### config.mk
export PLATFORM = sky130hd
export DESIGN_NAME = fifo_share_ctrl
export DESIGN_NICKNAME = d
export VERILOG_FILES = /design/src/rtl/fifo_share_ctrl.sv
export SDC_FILE = /design/constraint.sdc
export NUM_CORES = 1
export LEC_CHECK = 0
export ABC_AREA = 1
export CAP_MARGIN = 20
export CORE_MARGIN = 5
export CORE_UTILIZATION = 38
export CTS_CLUSTER_SIZE = 30
export DETAILED_ROUTE_END_ITERATION = 6
export GPL_TIMING_DRIVEN = 0
export MAX_ROUTING_LAYER = met4
export PLACE_DENSITY = 0.77
export RECOVER_POWER = 25
export SYNTH_ARGS = -nofsm -noshare
export SYNTH_HDL_FRONTEND = slang
export SYNTH_SLANG_ARGS = --single-unit
### constraint.sdc
create_clock -name clk -period 2.6 [get_ports clk]
set_input_delay 0.52 -clock clk [delete_from_list [all_inputs] [get_ports clk]]
set_output_delay 0.52 -clock clk [all_outputs]
set_load 0.02 [all_outputs]
### src/rtl/fifo_share_ctrl.sv
// Shares one FIFO between NREQ producers: round-robin push arbiter with burst
// lock, pop scheduler into a 1-deep valid/ready output register, flush control.
module fifo_share_ctrl #(
  parameter int WIDTH    = 8,
  parameter int NREQ     = 4,
  parameter int MAXBURST = 4
) (
  input  logic                  clk,
  input  logic                  rst,
  input  logic                  flush,
  input  logic [NREQ-1:0]       req,
  input  logic [NREQ-1:0]       last,
  input  logic [NREQ*WIDTH-1:0] data_in,
  output logic [NREQ-1:0]       gnt,
  output logic                  fifo_push,
  output logic [WIDTH-1:0]      fifo_data,
  input  logic                  fifo_full,
  input  logic                  fifo_empty,
  output logic                  fifo_pop,
  input  logic [WIDTH-1:0]      fifo_dout,
  output logic                  fifo_rst,
  output logic                  out_valid,
  output logic [WIDTH-1:0]      out_data,
  input  logic                  out_ready,
  output logic                  locked
);

  localparam int PW = $clog2(NREQ);
  localparam int BW = $clog2(MAXBURST + 1);
  localparam logic [BW-1:0] BCNT_LAST = BW'(MAXBURST - 1);

  function automatic logic [PW-1:0] rr_idx(input logic [PW-1:0] base, input int k);
    int s;
    s = (int'(base) + k) % NREQ;
    return PW'(s);
  endfunction

  logic [PW-1:0]    ptr_q, ptr_d;
  logic [PW-1:0]    owner_q, owner_d;
  logic             locked_q, locked_d;
  logic [BW-1:0]    bcnt_q, bcnt_d;
  logic             out_valid_q, out_valid_d;
  logic [WIDTH-1:0] out_data_q, out_data_d;
  logic [PW-1:0]    win_idx;
  logic             found;

  // NOTE: every signal written in always_comb gets a default first, so no path leaves it unassigned and no latch is inferred.
  always_comb begin
    gnt     = '0;
    win_idx = '0;
    found   = 1'b0;
    if (!rst && !flush && !fifo_full) begin
      if (locked_q) begin
        if (req[owner_q]) begin
          gnt[owner_q] = 1'b1;
          win_idx      = owner_q;
        end
      end else begin
        for (int k = 1; k <= NREQ; k++) begin
          if (!found && req[rr_idx(ptr_q, k)]) begin
            found                 = 1'b1;
            gnt[rr_idx(ptr_q, k)] = 1'b1;
            win_idx               = rr_idx(ptr_q, k);
          end
        end
      end
    end
  end

  assign fifo_push = |gnt;
  assign fifo_data = fifo_push ? data_in[int'(win_idx)*WIDTH +: WIDTH] : '0;
  assign fifo_rst  = flush;
  // Pop is held off during reset too: the output register is cleared then and could not capture the word.
  assign fifo_pop  = !rst && !flush && !fifo_empty && (!out_valid_q || out_ready);

  always_comb begin
    ptr_d       = ptr_q;
    owner_d     = owner_q;
    locked_d    = locked_q;
    bcnt_d      = bcnt_q;
    out_valid_d = out_valid_q;
    out_data_d  = out_data_q;
    if (flush) begin
      out_valid_d = 1'b0;
      locked_d    = 1'b0;
      bcnt_d      = '0;
    end else begin
      if (fifo_push) begin
        // A packet ends on its last beat or when the burst cap is reached.
        if (last[win_idx] || bcnt_q == BCNT_LAST) begin
          locked_d = 1'b0;
          bcnt_d   = '0;
          ptr_d    = win_idx;
        end else begin
          locked_d = 1'b1;
          owner_d  = win_idx;
          bcnt_d   = bcnt_q + BW'(1);
        end
      end
      if (fifo_pop) begin
        out_data_d  = fifo_dout;
        out_valid_d = 1'b1;
      end else if (out_ready) begin
        out_valid_d = 1'b0;
      end
    end
  end

  // NOTE: sequential state uses non-blocking assignments so all flops update together from pre-edge values.
  always_ff @(posedge clk or posedge rst) begin
    if (rst) begin
      ptr_q       <= PW'(NREQ - 1);
      owner_q     <= '0;
      locked_q    <= 1'b0;
      bcnt_q      <= '0;
      out_valid_q <= 1'b0;
      out_data_q  <= '0;
    end else begin
      ptr_q       <= ptr_d;
      owner_q     <= owner_d;
      locked_q    <= locked_d;
      bcnt_q      <= bcnt_d;
      out_valid_q <= out_valid_d;
      out_data_q  <= out_data_d;
    end
  end

  assign out_valid = out_valid_q;
  assign out_data  = out_data_q;
  assign locked    = locked_q;

endmodule
==> results of run 1 <==
==> synthesized netlist by cell type, drive strengths merged <==
master | instances | share of area (%)
clkbuf | 1 | 0.21
dfstp | 2 | 3.0
a31oi | 8 | 2.8
dfrtp | 15 | 21
nand2 | 133 | 32
nand3 | 26 | 9.4
o31ai | 1 | 0.43
nor3 | 3 | 1.1
buf | 6 | 3.3
nand4 | 12 | 5.5
ha | 10 | 7.1
o21ai | 3 | 0.85
clkinv | 2 | 0.50
inv | 27 | 5.8
nor2 | 12 | 4.0
a21oi | 8 | 2.5
==> kinds of logic after synthesis <==
logic type | count (synthesis)
buffers and inverters | 36
flip-flops | 17
AND/OR/NAND/NOR | 186
AO/OA/AOI/OAI | 20
adder cells (fa/ha/maj) | 10
==> stage by stage <==
stage	TNS (ns)	utilization, %
detailed placement	-11.61	62.5
global placement	-11.17	62.5
floorplan	-0.347	-
CTS	-4.11	74.1
finish	-4.40	77.6
global route	-6.24	77.6
==> layer usage <==
layer | share of wire [%] | routed length [um]
met1 | 38 | 2510
met2 | 57 | 3780
met3 | 4.7 | 311
met4 | 0.80 | 53
met5 | 0 | 0
==> power breakdown <==
| part | switching (mW) | internal (mW) |
|---|---|---|
| Clock | 0.0838 | 0.109 |
| Combinational | 1.36 | 1.23 |
| Sequential | 0.0617 | 0.339 |
==> final timing paths <==
kind | to | cells after the start
worst max-delay path | fifo_data[1] | 12
worst min-delay path | out_data[0]$_DFFE_PP0P_ | 2
worst max register to register | bcnt_q[0]$_DFFE_PP0P_ | 15
worst min register to register | out_data[0]$_DFFE_PP0P_ | 2
max in group asynchronous | out_data[4]$_DFFE_PP0P_ | 2
min in group asynchronous | out_data[1]$_DFFE_PP0P_ | 2
==> worst register-to-register path, stage by stage, from the launching register on <==
cell,delay [ns]
dfstp_2,0.58
inv_4,0.05
ha_4,0.26
inv_4,0.07
nand3_4,0.07
nand2_4,0.12
nor2_4,0.06
buf_4,0.14
nand2_1,0.05
nand4_1,0.12
nand2_2,0.13
nand4_4,0.16
buf_4,0.19
nor2_2,0.19
nand2_1,0.13
nand2_1,0.10
==> flip-flops by register name, summed over array words and instances (netlist names) <==
name,cells
out_data,8
out_valid,1
ptr_q,2
locked,1
owner_q,2
bcnt_q,3
==> layout make-up <==
type,count,share of cell area (%)
repair buffers,115,34.7
flip-flops and latches,17,12.5
multi-input cells,216,43.4
clock buffers,4,1.32
inverters,29,3.84
plain buffers,6,2.12
repair inverters,1,0.256
well taps,52,1.90
==> repair_timing <==
action	in CTS	in global routing
setup buffers	26	9
cloned	3	0
pin swaps	14	13
setup endpoints to repair	14	19
resized for setup	128	27
==> impl_metrics.json, run 1 <==
{
  "fin_cells": 440,
  "totalWireLength_um": 6650,
  "hp-class": "flip-flop to flip-flop",
  "vias": 2236,
  "routedWlPerCell_um": 15.1,
  "dieArea_um2": 6100,
  "vdd_ir_drop_max_v": 0.000496,
  "drt_first_pass_iters": 4,
  "cts_tree": "yes",
  "ys_ff_latch": 17,
  "synth_fa_ha_area_share_pct": 7.10,
  "gp_congestion": 0.901,
  "drv_slew": 0,
  "htree_levels": 1,
  "rsz0062_at_grt": "true",
  "syn-num-nets": 333,
  "vias_per_cell": 5.08,
  "seqCellArea_um2": 428,
  "setup_viol": 12,
  "cp_cell_sequence": "dlygate4sd3_1 -> nor2_1 -> inv_1 -> nor2_4 -> inv_1 -> a21oi_1 -> nand2_2 -> nand4_4 -> buf_6 -> nand2_2 -> a31oi_4 -> buf_6",
  "status": "finished with violations",
  "cts_sinks": 17,
  "numCtsBuffers": 3,
  "place_inst": 399,
  "grt_max_degree": 18,
  "critical_path_class": "input pin to output port",
  "skew_ns": 0.00131,
  "critPathBufInv": 5,
  "maxCapViolations": 0,
  "holdCritStartpoint": "out_data[0]$_DFFE_PP0P_",
  "clockBufferDepth": 2,
  "antenna_cells": 0,
  "min_period_ns": 3.09,
  "dp_hpwl_um": 4160,
  "final_area_um2": 3420,
  "r2r-start": "ptr_q[1]$_DFFE_PP1P_",
  "synth_compound_area_share_pct": 6.61,
  "boundaryPins": 79,
  "grt_pass1_vias": 2256,
  "start_util_pct": 39.9,
  "rrSetupSlack_ns": 0.12,
  "io_buffers": 78,
  "ys_seq_area_share_pct": 24.3,
  "syn2layout_area_growth_pct": 94.4,
  "antenna_found_initial": 0,
  "postRouteAntennaNets": 0,
  "busiest_layer": "met2",
  "clock_latency_ns": 0.25,
  "muxShareOfSynthArea_pct": 0,
  "syn_inst": 269,
  "drive_above_1_share_pct": 38.1,
  "gr-total-overflow": 0,
  "cp_slowest_cell": "dlygate4sd3_1",
  "ys_types": 30,
  "pre_cts_slack_ns": -1.07,
  "layout.nets": 453,
  "grt_use_met1_pct": 23.9,
  "hold_ws_ns": 0.471,
  "drt_iter0_drc": 104,
  "clk_pin_slew_ns": 0.06,
  "failed_checks": "negative setup slack",
  "layout_common_cells": "91 x nand2_1, 59 x clkdlybuf4s50_1, 29 x nand2_2, 25 x buf_4, 21 x buf_6",
  "yosysWarnings": 0,
  "arrival_ns": 2.57,
  "layout_commonest_cell": "nand2_1",
  "track_usage_pct": 21.6,
  "place_area_um2": 2760,
  "multiInputGateArea_um2": 1490,
  "maxSlewHeadroom_pct": 56.6,
  "die_h_um": 78.1,
  "fillers": 311,
  "synth_top_family_by_area": "simple AND/OR/NAND/NOR gates",
  "p_per_area_nw_per_um2": 928,
  "required_ns": 2.08,
  "drc": 0,
  "synthXorXnorAreaFrac_pct": 0,
  "crit_start": "rst",
  "cpLargestDelayFamily": "buffers and inverters",
  "critPathLaunchType": "input pin",
  "cp_max_fo": 5,
  "hold_buffers": 0,
  "max_slew.worst_pin.slew_ns": 0.651,
  "cts_root_buf": "clkbuf_8",
  "hold_viol_final": 0,
  "power_mw": 3.18,
  "num_rows": 24,
  "grt_pass1_wl_um": 10700,
  "max_clock_freq_mhz": 323,
  "die_x_um": 78.1,
  "use_met2_pct": 40.3,
  "core_um2": 4410,
  "end_kind": "output port",
  "worst_slack_ns": -0.492,
  "grtUsageMet3_pct": 4.46,
  "finalCritPeriodShare_pct": 119,
  "critPathMaxStageDelay_ns": 0.56,
  "syn_avg_cell_area_um2": 6.55,
  "synthSimpleGateAreaFrac_pct": 52.3,
  "synth_area_um2": 1760,
  "leakagePower_nw": 1.64
}
Note: power is estimated with default switching activity, not from simulation.
==> run 2, diff against run 1 <==
Settings changed: CAP_MARGIN 20 to 30, CORE_MARGIN 5 to not set.
==> run 2 against run 1 <==
  * The run still ends with negative setup slack left
  * Fmax increased by 0.29%
  * Combinational power decreased by 4%
  * First-iteration DRC count decreased by 38%
  * Sequential power about the same
  * Critical path type is now flip-flop to output port
  * Critical endpoint is now fifo_data[3]
  * Highest routed layer unchanged
==> impl_metrics.json, run 2 (synthesis results as in run 1) <==
{
  "status": "finished with violations",
  "failed_checks": "negative setup slack",
  "die_x_um": 70.1,
  "end_kind": "output port",
  "grt_use_met1_pct": 29.1,
  "cts_sinks": 17,
  "rrSetupSlack_ns": 0,
  "max_clock_freq_mhz": 324,
  "leakagePower_nw": 1.64,
  "seqCellArea_um2": 428,
  "layout_commonest_cell": "nand2_1",
  "die_h_um": 70.1,
  "postRouteAntennaNets": 0,
  "largest_reg_flops": 8,
  "grtUsageMet3_pct": 4.91,
  "vias_per_cell": 5.08,
  "cts_root_buf": "clkbuf_8",
  "maxSlewHeadroom_pct": 55.4,
  "holdCritStartpoint": "out_data[6]$_DFFE_PP0P_",
  "num_rows": 24,
  "gp_congestion": 0.819,
  "hold_ws_ns": 0.477,
  "cp_max_fo": 8,
  "io_buffers": 78,
  "drt_iter0_drc": 64,
  "place_inst": 399,
  "boundaryPins": 79,
  "grt_pass1_wl_um": 10400,
  "maxCapViolations": 0,
  "hold_viol_final": 0,
  "drive_above_1_share_pct": 39.5,
  "skew_ns": 0.00377,
  "rsz0062_at_grt": "true",
  "worst_slack_ns": -0.483,
  "track_usage_pct": 27.0,
  "clk_pin_slew_ns": 0.07,
  "arrival_ns": 2.56,
  "p_per_area_nw_per_um2": 904,
  "vias": 2195,
  "power_mw": 3.08,
  "crit_start": "ptr_q[1]$_DFFE_PP1P_",
  "syn2layout_area_growth_pct": 93.3,
  "layout_common_cells": "82 x nand2_1, 59 x clkdlybuf4s50_1, 32 x nand2_2, 22 x buf_6, 21 x inv_1",
  "drt_first_pass_iters": 4,
  "fin_cells": 432,
  "use_met2_pct": 50.3,
  "routedWlPerCell_um": 15.1,
  "cts_tree": "yes",
  "setup_viol": 11,
  "drc": 0,
  "max_slew.worst_pin.slew_ns": 0.668,
  "r2r-start": "ptr_q[0]$_DFFE_PP1P_",
  "dp_hpwl_um": 3920,
  "critPathLaunchType": "flip-flop",
  "clockBufferDepth": 2,
  "finalCritPeriodShare_pct": 119,
  "core_um2": 4410,
  "vdd_ir_drop_max_v": 0.000490,
  "busiest_layer": "met2",
  "required_ns": 2.08,
  "pre_cts_slack_ns": -1.08,
  "grt_pass1_vias": 2276,
  "layout.nets": 445,
  "numCtsBuffers": 3,
  "start_util_pct": 39.9,
  "antenna_cells": 0,
  "htree_levels": 1,
  "drv_slew": 0,
  "place_area_um2": 2760,
  "clock_latency_ns": 0.25,
  "multiInputGateArea_um2": 1560,
  "dieArea_um2": 4910,
  "gr-total-overflow": 0,
  "hp-class": "flip-flop to flip-flop",
  "critical_path_class": "flip-flop to output port",
  "fillers": 306,
  "final_area_um2": 3400,
  "finish.utilization_pct": 77.1,
  "tns_ns": -4.38,
  "grt_max_degree": 18,
  "antenna_found_initial": 0,
  "totalWireLength_um": 6500,
  "min_period_ns": 3.08
}
==> run 2: cell count changes in the layout (fill, tap and decap cells not counted), moves of 2 or more <==
cell / delta
a21oi_2: +2
buf_12: -3
buf_4: -6
inv_1: +2
inv_2: -2
nand2_1: -9
nand2_2: +3
nand2_4: +5
nand3_1: -3
nand3_2: +2
==> run 2: final timing paths <==
check	endpoint	cells past startpoint
setup / recovery	fifo_data[3]	17
hold / removal	out_data[6]$_DFFE_PP0P_	2
setup reg to reg	bcnt_q[2]$_DFFE_PP0P_	15
hold reg to reg	out_data[6]$_DFFE_PP0P_	2
max in group asynchronous	bcnt_q[1]$_DFFE_PP0P_	2
min in group asynchronous	out_valid$_DFFE_PP0P_	2
==> run 2: metal layers <==
layer,wire (um),vias to the layer above
met5,0,-
met4,121,0
met3,324,13
met2,3530,77
met1,2530,1020
li1,-,1085
==> run 2: where the power goes <==
part           internal (mW)  switching [mW]  total, mW
clock                  0.106          0.0928      0.199
combinational           1.11            1.37       2.48
sequential             0.339          0.0635      0.402
total                   1.55            1.52       3.08
==> run 2: repair_timing <==
item                                    CTS  global route
setup buffers                            24             2
cloned                                    3             0
hold buffers                              0             0
hold endpoints to repair                  0             0
endpoints found under the setup margin   14            22
pin swaps                                30            30
resized for setup                       134            33
==> run 2: final cells by class <==
cell class                      count  area share [%]
Buffer                              7            2.21
Clock buffer                        3            1.21
Clock inverter                      1           0.147
Inverter                           29            3.86
Multi-Input combinational cell    216            45.8
Sequential cell                    17            12.6
Tap cell                           52            1.91
Timing Repair Buffer              106            32.1
Timing Repair inverter              1           0.257
==> run 2: worst max-delay path, stage by stage, from the launching register on <==
cell and delay, ns:
dfstp_2 0.57, inv_4 0.05, ha_4 0.26, inv_4 0.07, nand3_4 0.09, nand2_8 0.11, nor2_1 0.05, a21oi_2 0.14
nand2_2 0.09, nand2_4 0.09, nand2_8 0.11, clkinv_8 0.10, buf_6 0.10, nand2_2 0.04, nand3_2 0.07, nand2_4 0.05
a31oi_4 0.14, buf_6 0.14
